$ cat src/rtl/median9_filter.sv
// Three-stage pipelined median-of-nine selector for unsigned samples.
// Stage 1 sorts three groups of three, stage 2 reduces to lo/md/hi, stage 3 takes their median.
module median9_filter #(
    parameter int DATA_WIDTH = 64
) (
    input  logic                  clk,
    input  logic                  rst_n,
    input  logic [DATA_WIDTH-1:0] a1,
    input  logic [DATA_WIDTH-1:0] a2,
    input  logic [DATA_WIDTH-1:0] a3,
    input  logic [DATA_WIDTH-1:0] a4,
    input  logic [DATA_WIDTH-1:0] a5,
    input  logic [DATA_WIDTH-1:0] a6,
    input  logic [DATA_WIDTH-1:0] a7,
    input  logic [DATA_WIDTH-1:0] a8,
    input  logic [DATA_WIDTH-1:0] a9,
    output logic [DATA_WIDTH-1:0] mid
);

    typedef logic [DATA_WIDTH-1:0] word_t;

    function automatic word_t max2(input word_t x, input word_t y);
        return (x > y) ? x : y;
    endfunction

    function automatic word_t min2(input word_t x, input word_t y);
        return (x < y) ? x : y;
    endfunction

    function automatic word_t max3(input word_t x, input word_t y, input word_t z);
        return max2(max2(x, y), z);
    endfunction

    function automatic word_t min3(input word_t x, input word_t y, input word_t z);
        return min2(min2(x, y), z);
    endfunction

    // Tie-safe: equal operands collapse through min/max to the same value.
    function automatic word_t med3(input word_t x, input word_t y, input word_t z);
        return max2(min2(x, y), min2(max2(x, y), z));
    endfunction

    word_t s1_max [3];
    word_t s1_med [3];
    word_t s1_min [3];
    word_t s2_lo, s2_md, s2_hi;

    word_t grp [3][3];

    always_comb begin
        grp[0][0] = a1; grp[0][1] = a2; grp[0][2] = a3;
        grp[1][0] = a4; grp[1][1] = a5; grp[1][2] = a6;
        grp[2][0] = a7; grp[2][1] = a8; grp[2][2] = a9;
    end

    // NOTE: pipeline state uses non-blocking assignments so every stage samples
    // the previous stage's pre-edge value; blocking here would collapse stages.
    always_ff @(posedge clk or negedge rst_n) begin
        if (!rst_n) begin
            for (int g = 0; g < 3; g++) begin
                s1_max[g] <= '0;
                s1_med[g] <= '0;
                s1_min[g] <= '0;
            end
        end else begin
            for (int g = 0; g < 3; g++) begin
                s1_max[g] <= max3(grp[g][0], grp[g][1], grp[g][2]);
                s1_med[g] <= med3(grp[g][0], grp[g][1], grp[g][2]);
                s1_min[g] <= min3(grp[g][0], grp[g][1], grp[g][2]);
            end
        end
    end

    always_ff @(posedge clk or negedge rst_n) begin
        if (!rst_n) begin
            s2_lo <= '0;
            s2_md <= '0;
            s2_hi <= '0;
        end else begin
            s2_lo <= max3(s1_min[0], s1_min[1], s1_min[2]);
            s2_md <= med3(s1_med[0], s1_med[1], s1_med[2]);
            s2_hi <= min3(s1_max[0], s1_max[1], s1_max[2]);
        end
    end

    always_ff @(posedge clk or negedge rst_n) begin
        if (!rst_n) mid <= '0;
        else        mid <= med3(s2_lo, s2_md, s2_hi);
    end

endmodule

$ cat config.mk
export PLATFORM = sky130hd
export DESIGN_NAME = median9_filter
export DESIGN_NICKNAME = d
export VERILOG_FILES = /design/src/rtl/median9_filter.sv
export SDC_FILE = /design/constraint.sdc
export NUM_CORES = 2
export LEC_CHECK = 0
export CAP_MARGIN = 10
export CORE_ASPECT_RATIO = 1.5
export CORE_UTILIZATION = 45
export DETAILED_ROUTE_END_ITERATION = 10
export GPL_TIMING_DRIVEN = 0
export MAX_ROUTING_LAYER = met4
export REMOVE_ABC_BUFFERS = 1
export SYNTH_ARGS = -nofsm -noshare
export SYNTH_HDL_FRONTEND = slang
export SYNTH_SLANG_ARGS = --single-unit
$ cat constraint.sdc
create_clock -name clk -period 13.5 [get_ports clk]
set_input_delay 1.35 -clock clk [delete_from_list [all_inputs] [get_ports clk]]
set_output_delay 1.35 -clock clk [all_outputs]
set_load 0.02 [all_outputs]
# Word-level counts from Yosys, hierarchy flattened

Cells that the tools add are included.

Flip-flop bits (word level): 832
Input bits: 578
Output and inout port bits: 64

$lt $le $gt $ge: 30
Multiplexer cells: 30

Operators by type and width:

| kind                | count |
|---|---|
| 64-bit two-way mux  | 30 |
| 64-bit > comparator | 15 |
| 64-bit < comparator | 15 |

# Logic depth before layout (Yosys ltp)

Depth after elaboration: 6
Depth in mapped cells: 40
Depth with buffers taken out: 33

# Worst setup path before layout

Ideal clock, no wire load.

Kind: in2reg
From: in a8[29]
To: reg s1_med[10] in the netlist's numbering
Setup time: 0.081 ns
Data arrival time: 9.209 ns
Setup slack: 4.210 ns
Stages on the path: 33
Buffers on the path: 5
Path through: inv_1 ha_1 nand4_1 or3_1 or3_1 a311oi_1 o31ai_1 a22oi_1 clkbuf_1 buf_2 mux2_2 ha_1 a21o_1 a21o_1 a211oi_1 o21bai_1 a21o_1 a211o_1 a2111oi_0 clkbuf_1 mux2i_1 ha_1 a21o_1 a21o_1 a21oi_1 nor2_1 a2111oi_0 nor3_1 o31a_1 o21ai_0 buf_1 clkbuf_1 mux2i_1

Word-level cells in the longest chain between the ends: 6
Elaborated cells on any way between the ends: 8
Those cells by class: order compare (4); mux (4)

Ends and longest elaborated chain:

| what                            | line | text |
|---|---|---|
| from (decl)                     | 15   | `input logic [DATA_WIDTH-1:0] a8,` |
| 64-bit > comparator             | 23   | `return (x > y) ? x : y;` |
| 64-bit two-way mux              | 23   |  |
| 64-bit < comparator             | 27   | `return (x < y) ? x : y;` |
| 64-bit two-way mux              | 27   |  |
| 64-bit > comparator             | 23   |  |
| 64-bit two-way mux (*)          | 23   |  |
| to (signal, indexed assignment) | 68   | `s1_med[g] <= med3(grp[g][0], grp[g][1], grp[g][2]);` |
| to (decl)                       | 44   | `word_t s1_med [3];` |

Mark *: on every way between the ends. The rest lies on a longest branch, timed or not.

# Worst setup path after layout

From: in a2[39]
To: reg s1_med[153] in the netlist's numbering

Word-level cells in the longest chain between the ends: 6
Elaborated cells on any way between the ends: 8
Those cells by class: order compare (4); mux (4)

Ends and longest elaborated chain:

| what                   | line | text |
|---|---|---|
| from (decl)            | 9    | `input logic [DATA_WIDTH-1:0] a2,` |
| 64-bit > comparator    | 23   |  |
| 64-bit two-way mux     | 23   |  |
| 64-bit < comparator    | 27   |  |
| 64-bit two-way mux     | 27   |  |
| 64-bit > comparator    | 23   |  |
| 64-bit two-way mux (*) | 23   |  |

Marked as above.

==> flow_results.xml <==
<?xml version="1.0" encoding="UTF-8"?>
<metrics>
  <group name="layout">
    <metric name="drive_gt1_share" unit="%">12.2</metric>
    <metric name="most-common-layout-cells" unit="">ha_1, inv_1, mux2i_1, dfrtp_1, mux2_2</metric>
    <metric name="final_common_cell" unit="">ha_1</metric>
    <metric name="syn_to_final_growth" unit="%">18.6</metric>
    <metric name="finish.net_count" unit="">10674</metric>
    <metric name="fill_cells" unit="">15304</metric>
    <metric name="finish.utilization" unit="%">53.7</metric>
  </group>
  <group name="yosys">
    <metric name="synth-main-ff-cell" unit="">dfrtp_1</metric>
    <metric name="synth.yosys.seq_area_share" unit="%">27.2</metric>
    <metric name="ys_ff_latch" unit="">832</metric>
    <metric name="synthArstFlopShare" unit="%">100</metric>
    <metric name="yosys_warning_count" unit="">0</metric>
    <metric name="count_of_flip_flops_with_a_built_in_enable_after_synthesis" unit="">0</metric>
    <metric name="ys_types" unit="">71</metric>
    <metric name="post_synth_inst_count" unit="">8043</metric>
    <metric name="syn_avg_cell_area" unit="µm²">9.51</metric>
    <metric name="post_synth_instance_area" unit="µm²">76500</metric>
  </group>
  <group name="die">
    <metric name="fp.coreArea" unit="µm²">169000</metric>
    <metric name="design.portCount" unit="">642</metric>
    <metric name="die_height" unit="µm">507</metric>
    <metric name="effective_utilization_at_floorplan" unit="%">45.3</metric>
    <metric name="die_area" unit="µm²">172000</metric>
    <metric name="std_cell_rows" unit="">185</metric>
    <metric name="die_x" unit="µm">339</metric>
  </group>
  <group name="sta">
    <metric name="whs" unit="ps">364</metric>
    <metric name="final.min_clock_period" unit="ps">13720</metric>
    <metric name="final-hold-violation-count" unit="">0</metric>
    <metric name="slew_headroom" unit="%">5.52</metric>
    <metric name="finalSetupViolCount" unit="">34</metric>
    <metric name="timing.setup.tns" unit="ps">-1900</metric>
    <metric name="min_period_over_period" unit="%">102</metric>
    <metric name="final_critical_path_setup_slack" unit="ps">-219</metric>
    <metric name="fmax" unit="GHz">0.0729</metric>
    <metric name="final_max_slew_viol_count" unit="">0</metric>
    <metric name="worst-slew-pin-transition" unit="ps">1400</metric>
    <metric name="clock-skew-final" unit="ps">39.0</metric>
    <metric name="rsz0062_at_grt" unit="">no</metric>
  </group>
  <group name="detailed_routing">
    <metric name="route.detailed.wl_per_inst" unit="µm">28.6</metric>
    <metric name="antenna_violating_nets_post_route" unit="">0</metric>
    <metric name="vias" unit="">64478</metric>
    <metric name="detail_route.first_pass.iterations" unit="">6</metric>
    <metric name="totalWireLength" unit="µm">316000</metric>
    <metric name="drt-vias-per-instance" unit="">5.84</metric>
    <metric name="number_of_design_rule_violations_left_by_the_first_detailed_router_iteration" unit="">4083</metric>
    <metric name="detail_route.drc_violations" unit="">0</metric>
  </group>
  <group name="global_route">
    <metric name="number_of_antenna_violations_at_the_first_check_in_global_routing" unit="">35</metric>
    <metric name="gr-usage-all-layers" unit="%">37.1</metric>
    <metric name="pin_count_of_the_biggest_net_entering_global_routing" unit="">105</metric>
    <metric name="grt_pass1_vias" unit="">65909</metric>
    <metric name="final_global_route_overflow_total" unit="">0</metric>
    <metric name="grt_pass1_wl" unit="µm">444000</metric>
  </group>
  <group name="cts">
    <metric name="clk_latency" unit="ps">760</metric>
    <metric name="numClockSinks" unit="">832</metric>
    <metric name="cts_buffer_depth" unit="">3</metric>
    <metric name="cts_inserted_buffers" unit="">90</metric>
    <metric name="path_clk_slew" unit="ps">60</metric>
    <metric name="cts.root.buffer_cell" unit="">clkbuf_16</metric>
    <metric name="htree_num_levels" unit="">3</metric>
    <metric name="clock_tree_from_tritoncts" unit="">done</metric>
  </group>
  <group name="worst_setup_path">
    <metric name="worst_path_dominant_cell_family" unit="">simple AND/OR/NAND/NOR gates</metric>
    <metric name="cp_common_cell" unit="">nand4_1</metric>
    <metric name="crit_fanout" unit="">36</metric>
    <metric name="worst_setup_path_start_kind" unit="">input pin</metric>
    <metric name="critPathSlowestCell" unit="">nor2_1</metric>
    <metric name="worst-path-buf-inv" unit="">8</metric>
    <metric name="cp.arrival" unit="ps">14350</metric>
    <metric name="critPathRequiredTime" unit="ps">14130</metric>
    <metric name="critical-path-max-stage-delay" unit="ps">800</metric>
    <metric name="critical_path.endpoint_type" unit="">register</metric>
    <metric name="critPathKind" unit="">in2reg</metric>
  </group>
  <group name="pwr">
    <metric name="leakagePower" unit="µW">0.0475</metric>
    <metric name="ir_worst_vdd" unit="mV">0.462</metric>
    <metric name="power.density" unit="nW/µm²">251</metric>
  </group>
  <group name="place">
    <metric name="io_buffer_count" unit="">641</metric>
    <metric name="place.gp.congestion" unit="">1.03</metric>
    <metric name="detailedPlacementHpwl" unit="µm">273000</metric>
  </group>
  <group name="status">
    <metric name="run_status" unit="">finished with violations</metric>
    <metric name="failed_checks" unit="">negative setup slack</metric>
  </group>
  <group name="job">
    <metric name="maxCapViolations" unit="">0</metric>
  </group>
  <group name="worst_hold_path">
    <metric name="worst_hold_path_type" unit="">in2async</metric>
  </group>
</metrics>
==> path summary, 6_finish.rpt <==
check	end	start	slack, ps	cells after the start
max	s1_med[153]	a2[39]	-220	34
min	s1_max[8]	rst_n	360	1
max reg2reg	mid[36]	s2_md[55]	610	34
min reg2reg	s2_hi[34]	s1_max[34]	470	1
max in group asynchronous	s1_max[63]	rst_n	10960	5
min in group clk	s2_hi[34]	s1_max[34]	470	1
==> cell families (layout without fill, tap and decap cells) <==
family / Yosys count / in the layout / synth area share (%)
muxes: 1662 / 1662 / 22.9
buffers and inverters: 1470 / 2196 / 7.36
AOI/OAI and AO/OA: 1454 / 1454 / 11.6
adders and majority gates: 1401 / 1401 / 22.9
and+or+nand+nor: 1224 / 1225 / 7.97
DFF: 832 / 832 / 27.2
other: 0 / 35 / 0
==> what timing repair did <==
action	4_1_cts	5_1_grt
setup buffers	2	17
pin swaps	3	3
hold buffers	0	0
cloned	1	0
resized for setup	7	4
hold endpoints to repair	0	0
endpoints found under the setup margin	179	97
==> worst register-to-register path, delay by kind of cell, from the launching register on <==
kind            cells  cell delay, ps
simple gates       10            4460
compound gates     11            3940
buf+inv             7            1530
mux                 3            1410
fa+ha+maj           3             920
flops               1             440
==> final cells by class <==
| class | instances | area (µm²) | area share (%) |
|---|---|---|---|
| inverters | 1239 | 4650 | 5.13 |
| well taps | 2244 | 2810 | 3.09 |
| flip-flops and latches | 832 | 20800 | 23.0 |
| repair buffers | 790 | 8760 | 9.66 |
| multi-input cells | 5742 | 50400 | 55.6 |
| diodes | 35 | 87.6 | 0.0965 |
| clock buffers | 113 | 2520 | 2.78 |
| clock inverters | 54 | 653 | 0.720 |
==> report_power, final <==
group          total [µW]  internal, µW  switching (µW)
registers            4190          3430             762
logic               15800          6650            9180
clock network        2750          1550            1200
==> per-stage QoR <==
step	setup WS [ps]	instance area, µm²	std cells	power [µW]
after floorplan	-19190	75500	7812	14700
after global placement	-42570	84700	10697	19100
after detailed placement	-1630	87200	10826	19800
after CTS	6.79	90500	10996	22600
after global routing	13.0	90700	11034	24200
final	-219	90700	11049	22800
==> sequential cells by signal, indices dropped and copies added (netlist names) <==
name and count:
s2_lo 64, s2_hi 64, mid 64, s1_med 192
s1_max 192, s1_min 192, s2_md 64
==> synthesized netlist by cell type (4+ instances only) <==
master / instances / area [µm²]
mux2i_1: 963 / 9640
buf_1: 24 / 90.1
a211o_1: 11 / 96.3
nor2_1: 231 / 867
a221oi_1: 21 / 184
o21ai_0: 429 / 2150
nand4_1: 275 / 1720
nor3_1: 66 / 330
buf_2: 54 / 270
clkbuf_1: 147 / 552
a21oi_1: 446 / 2230
nand2_1: 364 / 1370
nor4_1: 37 / 231
a2111oi_0: 20 / 175
or4_1: 6 / 45.0
nand2b_1: 23 / 144
a31oi_1: 18 / 113
or3_1: 12 / 75.1
nand4b_1: 5 / 43.8
or2_2: 14 / 87.6
o22ai_1: 7 / 43.8
inv_1: 1239 / 4650
a211oi_1: 42 / 315
a31o_2: 4 / 35.0
nor2b_1: 72 / 450
ha_1: 1401 / 17500
dfrtp_1: 832 / 20800
a22oi_1: 4 / 30.0
mux2_2: 674 / 7590
o21bai_1: 7 / 52.6
o221ai_1: 9 / 78.8
and3_1: 10 / 62.6
o31ai_1: 12 / 90.1
o211ai_1: 29 / 218
and4_1: 17 / 149
o2111ai_1: 8 / 70.1
mux2_1: 15 / 169
o21a_1: 41 / 308
mux2_4: 10 / 150
a21o_1: 315 / 2360
buf_6: 6 / 67.6
and2_1: 5 / 31.3
nand3_1: 74 / 370
==> per-layer routing <==
metal / GRT usage, % / vias up / wire (µm)
li1: - / 30084 / -
met1: 39.4 / 31604 / 117000
met2: 62.3 / 2128 / 152000
met3: 4.79 / 662 / 16600
met4: 29.8 / 0 / 30500
met5: - / - / 0
No activity file was read; power rests on OpenSTA's default activity.
